**src/rtl/l1_pkg.sv**
```systemverilog
// Shared types and width helpers for the L1 stream pointer/prefetch controller.
package l1_pkg;

   typedef enum logic [1:0] {
      IDLE   = 2'd0,
      ACTIVE = 2'd1,
      DRAIN  = 2'd2,
      END    = 2'd3
   } l1_state_e;

   function automatic int unsigned clid_w(input int unsigned ncl);
      return $clog2(ncl);
   endfunction

   function automatic int unsigned clofs_w(input int unsigned cl_size);
      return $clog2(cl_size);
   endfunction

   function automatic int unsigned ptr_w(input int unsigned ncl, input int unsigned cl_size);
      return clid_w(ncl) + clofs_w(cl_size);
   endfunction

   function automatic int unsigned cnt_w(input int unsigned ncl, input int unsigned cl_size);
      return ptr_w(ncl, cl_size) + 1;
   endfunction

endpackage

```
**src/rtl/l1_rd_grant.sv**
```systemverilog
// Prefix-popcount read grant: port k is ready while the valid count up to k fits in avail.
module l1_rd_grant #(
   parameter int unsigned nports    = 8,
   parameter int unsigned cnt_width = 8
) (
   input  logic                           en_i,
   input  logic [nports-1:0]              rd_v_i,
   input  logic [cnt_width-1:0]           avail_i,
   output logic [nports-1:0]              rd_r_o,
   output logic [$clog2(nports+1)-1:0]    g_o
);

   localparam int unsigned g_width = $clog2(nports + 1);

   logic [cnt_width-1:0] pc;
   logic                 rdy;

   always_comb begin
      pc     = '0;
      rdy    = 1'b0;
      rd_r_o = '0;
      g_o    = '0;
      for (int k = 0; k < int'(nports); k++) begin
         pc        = pc + cnt_width'(rd_v_i[k]);
         rdy       = en_i && (pc <= avail_i);
         rd_r_o[k] = rdy;
         if (rdy && rd_v_i[k]) begin
            g_o = g_o + g_width'(1);
         end
      end
   end

endmodule

```
**src/rtl/l1_stream_ptr_mc.sv**
```systemverilog
// Multi-port L1 stream read pointer with cacheline prefetch accounting and
// restart/drain control.
module l1_stream_ptr_mc
   import l1_pkg::*;
#(
   parameter int unsigned nports  = 8,
   parameter int unsigned ncl     = 16,
   parameter int unsigned cl_size = 8,
   parameter int unsigned max_out = 4
) (
   input  logic                              clk,
   input  logic                              reset,
   input  logic                              i_rst_v,
   output logic                              i_rst_r,
   input  logic [clid_w(ncl)-1:0]            i_rst_ea_b,
   input  logic                              i_rst_end,
   output logic                              o_rst_v,
   input  logic                              o_rst_r,
   output logic                              o_rst_end,
   input  logic [nports-1:0]                 i_rd_v,
   output logic [nports-1:0]                 i_rd_r,
   output logic [ptr_w(ncl, cl_size)-1:0]    o_ptr,
   output logic [cnt_w(ncl, cl_size)-1:0]    o_avail,
   output logic                              o_clreq_v,
   input  logic                              o_clreq_r,
   input  logic                              i_clrsp_v,
   output logic                              i_clrsp_r
);

   localparam int unsigned clid_width  = clid_w(ncl);
   localparam int unsigned clofs_width = clofs_w(cl_size);
   localparam int unsigned ptr_width   = ptr_w(ncl, cl_size);
   localparam int unsigned cnt_width   = cnt_w(ncl, cl_size);
   localparam int unsigned fw          = clid_width + 1;
   localparam int unsigned g_width     = $clog2(nports + 1);

   l1_state_e              state_q, state_d;
   logic [ptr_width-1:0]   ptr_q, ptr_d;
   logic [fw-1:0]          filled_q, filled_d;
   logic [fw-1:0]          outst_q, outst_d;
   logic [cnt_width-1:0]   avail_q, avail_d;
   logic                   rst_v_q, rst_v_d;
   logic                   rst_r_q, rst_r_d;
   logic                   rst_end_q, rst_end_d;
   logic                   clreq_v_q, clreq_v_d;
   logic                   clrsp_r_q, clrsp_r_d;

   logic                   rd_en;
   logic [g_width-1:0]     g;
   logic                   req_acc, rsp_acc, rst_acc, line_free;

   assign rd_en = (state_q == ACTIVE) || (state_q == DRAIN);

   l1_rd_grant #(
      .nports    (nports),
      .cnt_width (cnt_width)
   ) u_grant (
      .en_i    (rd_en),
      .rd_v_i  (i_rd_v),
      .avail_i (avail_q),
      .rd_r_o  (i_rd_r),
      .g_o     (g)
   );

   // Request, response and line-free accounting all net out in the same cycle.
   always_comb begin
      state_d   = state_q;
      rst_v_d   = rst_v_q && !o_rst_r;
      req_acc   = clreq_v_q && o_clreq_r;
      rsp_acc   = i_clrsp_v && clrsp_r_q;
      rst_acc   = i_rst_v && rst_r_q;
      line_free = (cnt_width'(ptr_q[clofs_width-1:0]) + cnt_width'(g)) >= cnt_width'(cl_size);
      ptr_d     = ptr_q + ptr_width'(g);
      filled_d  = filled_q + fw'(rsp_acc) - fw'(line_free);
      outst_d   = outst_q + fw'(req_acc) - fw'(rsp_acc);
      avail_d   = (cnt_width'(filled_d) << clofs_width) - cnt_width'(ptr_d[clofs_width-1:0]);

      case (state_q)
         IDLE, END: begin
            if (rst_acc) begin
               state_d  = i_rst_end ? DRAIN : ACTIVE;
               ptr_d    = {i_rst_ea_b, clofs_width'(0)};
               filled_d = '0;
               outst_d  = '0;
               avail_d  = '0;
               rst_v_d  = 1'b1;
            end
         end
         ACTIVE: begin
            if (i_rst_end) state_d = DRAIN;
         end
         DRAIN: begin
            if ((outst_d == '0) && (avail_d == '0)) state_d = END;
         end
         default: state_d = IDLE;
      endcase

      clreq_v_d = (state_d == ACTIVE) && (outst_d < fw'(max_out))
                  && ((filled_d + outst_d) < fw'(ncl));
      clrsp_r_d = (outst_d != '0);
      rst_end_d = (state_d == IDLE) || (state_d == END);
      rst_r_d   = rst_end_d && !rst_v_d;
   end

   always_ff @(posedge clk or posedge reset) begin
      if (reset) begin
         state_q   <= IDLE;
         ptr_q     <= '0;
         filled_q  <= '0;
         outst_q   <= '0;
         avail_q   <= '0;
         rst_v_q   <= 1'b0;
         rst_r_q   <= 1'b1;
         rst_end_q <= 1'b1;
         clreq_v_q <= 1'b0;
         clrsp_r_q <= 1'b0;
      end else begin
         state_q   <= state_d;
         ptr_q     <= ptr_d;
         filled_q  <= filled_d;
         outst_q   <= outst_d;
         avail_q   <= avail_d;
         rst_v_q   <= rst_v_d;
         rst_r_q   <= rst_r_d;
         rst_end_q <= rst_end_d;
         clreq_v_q <= clreq_v_d;
         clrsp_r_q <= clrsp_r_d;
      end
   end

   assign o_ptr     = ptr_q;
   assign o_avail   = avail_q;
   assign o_rst_v   = rst_v_q;
   assign i_rst_r   = rst_r_q;
   assign o_rst_end = rst_end_q;
   assign o_clreq_v = clreq_v_q;
   assign i_clrsp_r = clrsp_r_q;

endmodule

```
**config.mk**
```make
export PLATFORM = sky130hd
export DESIGN_NAME = l1_stream_ptr_mc
export DESIGN_NICKNAME = d
export VERILOG_FILES = /design/src/rtl/l1_pkg.sv /design/src/rtl/l1_rd_grant.sv /design/src/rtl/l1_stream_ptr_mc.sv
export SDC_FILE = /design/constraint.sdc
export NUM_CORES = 1
export LEC_CHECK = 0
export ABC_AREA = 1
export CORE_MARGIN = 4
export CORE_UTILIZATION = 52
export CTS_CLUSTER_SIZE = 30
export DETAILED_ROUTE_END_ITERATION = 10
export PLACE_DENSITY = 0.87
export SETUP_SLACK_MARGIN = 0.05
export SYNTH_ARGS = -nofsm -noshare
export SYNTH_HDL_FRONTEND = slang
export SYNTH_SLANG_ARGS = --single-unit
```
**constraint.sdc**
```tcl
create_clock -name clk -period 8.2 [get_ports clk]
set_input_delay 1.64 -clock clk [delete_from_list [all_inputs] [get_ports clk]]
set_output_delay 1.64 -clock clk [all_outputs]
set_load 0.01 [all_outputs]
```
==> results of run 1 <==
==> worst register-to-register path, delay by kind of cell, from the launching register on <==
kind / cells / cell delay [ps]
DFF: 1 / 410
AOI/OAI and AO/OA: 5 / 870
buffers and inverters: 10 / 810
and+or+nand+nor: 20 / 2330
adders and majority gates: 12 / 3100
xor gates and xnor gates: 1 / 160
==> logic make-up after synthesis <==
logic type	Yosys count	synth area share
xor gates and xnor gates	26	0.05643
other	1	0.0009293
buffers and inverters	124	0.1178
DFF	31	0.1929
adders and majority gates	81	0.2605
and+or+nand+nor	244	0.3067
AOI/OAI and AO/OA	49	0.06480
==> worst paths after layout <==
check                      slack, ps  startpoint  cells after the start          to
max in group asynchronous       6150       reset                      3     i_rst_r
setup / recovery                -960   i_rd_v[0]                     47   o_clreq_v
setup reg to reg                 440  o_avail[1]                     48   o_clreq_v
min in group asynchronous       1710       reset                      3  o_avail[6]
hold reg to reg                  600     o_rst_v                      2     o_rst_v
hold / removal                   600     o_rst_v                      2     o_rst_v
==> Yosys cell counts, drive strengths merged <==
library cell    n
nor3            6
inv           118
or3             1
a21oi          26
o21bai          1
conb            1
nand4          11
or2             5
nand3          40
a31oi           2
nand2         124
buf             4
o21ai          16
dfrtp          29
xnor2          14
dfstp           2
nor4            1
a31o            1
ha             76
nor2           53
clkbuf          2
xor2           12
fa              5
and3            1
a21boi          1
nand3b          1
a21o            2
and2            1
==> state kept, by name, indices dropped and copies added, names as in the netlist <==
name / count
o_clreq_v: 1
outst_q: 5
i_rst_r: 1
state_q: 2
o_rst_v: 1
o_avail: 8
filled_q: 5
o_ptr: 6
i_clrsp_r: 1
o_rst_end: 1
==> metal layers <==
metal,wire length [um],share of wire
met1,4567,0.36
met2,6757,0.54
met3,704,0.056
met4,567,0.045
met5,0,0
==> timing repair <==
item                       CTS  global route
buffers inserted            33            12
setup endpoints to repair   14            15
gates resized for setup     43            60
pin swaps                   30            40
==> cell type report <==
| cell class | count | area (um^2) |
|---|---|---|
| Multi-Input combinational cell | 404 | 3232 |
| Timing Repair Buffer | 166 | 1378 |
| Fill cell | 402 | 1355 |
| Sequential cell | 31 | 778.2 |
| Inverter | 118 | 450.4 |
| Tap cell | 99 | 123.9 |
| Clock buffer | 7 | 86.33 |
| Clock inverter | 1 | 5.005 |
==> through the flow <==
stage,worst slack [ps],hold WS (ps),cells,instance area (um^2),utilization
after floorplan,-627.4,590.0,559,4139,-
after global placement,-1475,568.9,784,5336,0.7203
after detailed placement,-1664,590.2,784,5336,0.7203
after CTS,-792.5,611.1,825,5808,0.7840
after global routing,-1282,641.4,826,6053,0.8171
final,-957.6,603.5,826,6053,0.8171
==> flow_summary_export.csv, run 1 <==
group,metric,value,unit
run_status,run_status,"finished, violations left",
run_status,failed_checks,"negative setup slack",
route,via_count,4457,
floorplanning,initial_utilization,0.5447,
setup_path,critPathMaxStageDelay,590,ps
cts,ctsLongestPathBuffers,2,
yosys,synth.avg_cell_area,7.257,um^2
floorplanning,fp.dieArea,9233,um^2
cts,worst_setup_hold_path_clk_slew,60,ps
cts,tritoncts.num_buffers,5,
timing,fin_setup_tns,-3899,ps
yosys,synth_seq_area_share,0.1929,
setup_path,worst_setup_path_start_kind,"input port",
grt,globalRouteMet2Util,0.5193,
setup_path,category_of_the_worst_setup_path_capture_point,"flip-flop",
route,vias_per_cell,5.396,
finish,layout-area-overhead-vs-synth,50.02,%
placement,place_hpwl,8764,um
floorplanning,io_pins,47,
yosys,count_of_different_cell_masters_after_synthesis,39,
placement,numPortBuffers,46,
grt,gr-usage-met1,0.2845,
route,routed_wirelength,12600,um
cts,insertion_delay,290,ps
setup_path,critical_path.slowest_cell,"fa_2",
grt,grt_start_max_net_pins,32,
setup_path,worstPathRequired,8420,ps
cts,cts_tree,"yes",
floorplanning,floorplan.rows,31,
setup_path,cpLargestDelayFamily,"adder cells",
grt,number_of_antenna_violations_at_the_first_check_in_global_routing,0,
yosys,syn_area,4035,um^2
setup_path,timing.setup.critical_path_class,"in -> reg",
placement,globalplace.congestion,0.8860,
cts,clock-root-buffer,"clkbuf_8",
cts,cts-htree-levels,2,
run,maxCapViolations,0,
route,detail-route-antenna-nets,0,
finish,layout-drive-gt1-share,0.3700,
route,drc_errors,0,
setup_path,path_common_cell,"ha_4",
yosys,ys_seq_elements,31,
grt,grt_use_total,0.2654,
finish,layout_common_cells,"115 x buf_4, 99 x inv_1, 90 x nand2_1",
setup_path,cp.buffers_inverters,11,
setup_path,arrival,9370,ps
timing,finalCriticalPeriod,9158,ps
hold_path,min_path_type,"reg -> reg",
grt,grt_busiest_layer,"met2",
grt,global_route.usage.met3,0.03049,
timing,setup_viol_count_final,7,
timing,finalMaxSlewViolations,0,
route,first_pass_iters,4,
setup_path,crit_path_max_fanout,4,
timing,maxClockFrequency,109.2,MHz
cts,hold_buffers,0,
grt,grt_pass1_vias,4597,
timing,fin_worst_skew,9.279,ps
cts,cts_num_sinks,31,
timing,layout_setup_ws,-957.6,ps
floorplanning,fp.coreArea,7408,um^2
finish,diodes,0,
route,drt-wirelength-per-cell,15.25,um
finish,final_net_count,826,
grt,wire_length_of_the_first_global_routing_pass,19530,um
timing,setup_repair_after_global_routing_missed_its_margin,"yes",
finish,mostFrequentLayoutCell,"buf_4",
floorplanning,dieWidth,96.09,um
timing,hold_violations,0,
yosys,synth-warning-count,0,
grt,globalRouteOverflowTotal,0,
route,drt_iter0_drc,190,
timing,period_share,1.117,
floorplanning,die_h,96.09,um
yosys,post-synth-top-area-cell,"ha_1",
yosys,synth.top_cell.area_share,0.2357,
yosys,synthTopCellsByArea,"ha_1 24%, dfrtp_1 18%, inv_1 10%",
yosys,synth_cells,556,
Power of run 1 is not shown: default switching activity piles up to over one toggle a cycle in this logic, so the estimate is an artifact.
==> run 2: changes to the inputs <==
- SLEW_MARGIN: not set -> 20
==> results of run 2 <==
The final DEF is identical to that of run 1; final timing and power are the same.
Power of run 2 is left out for the same reason.
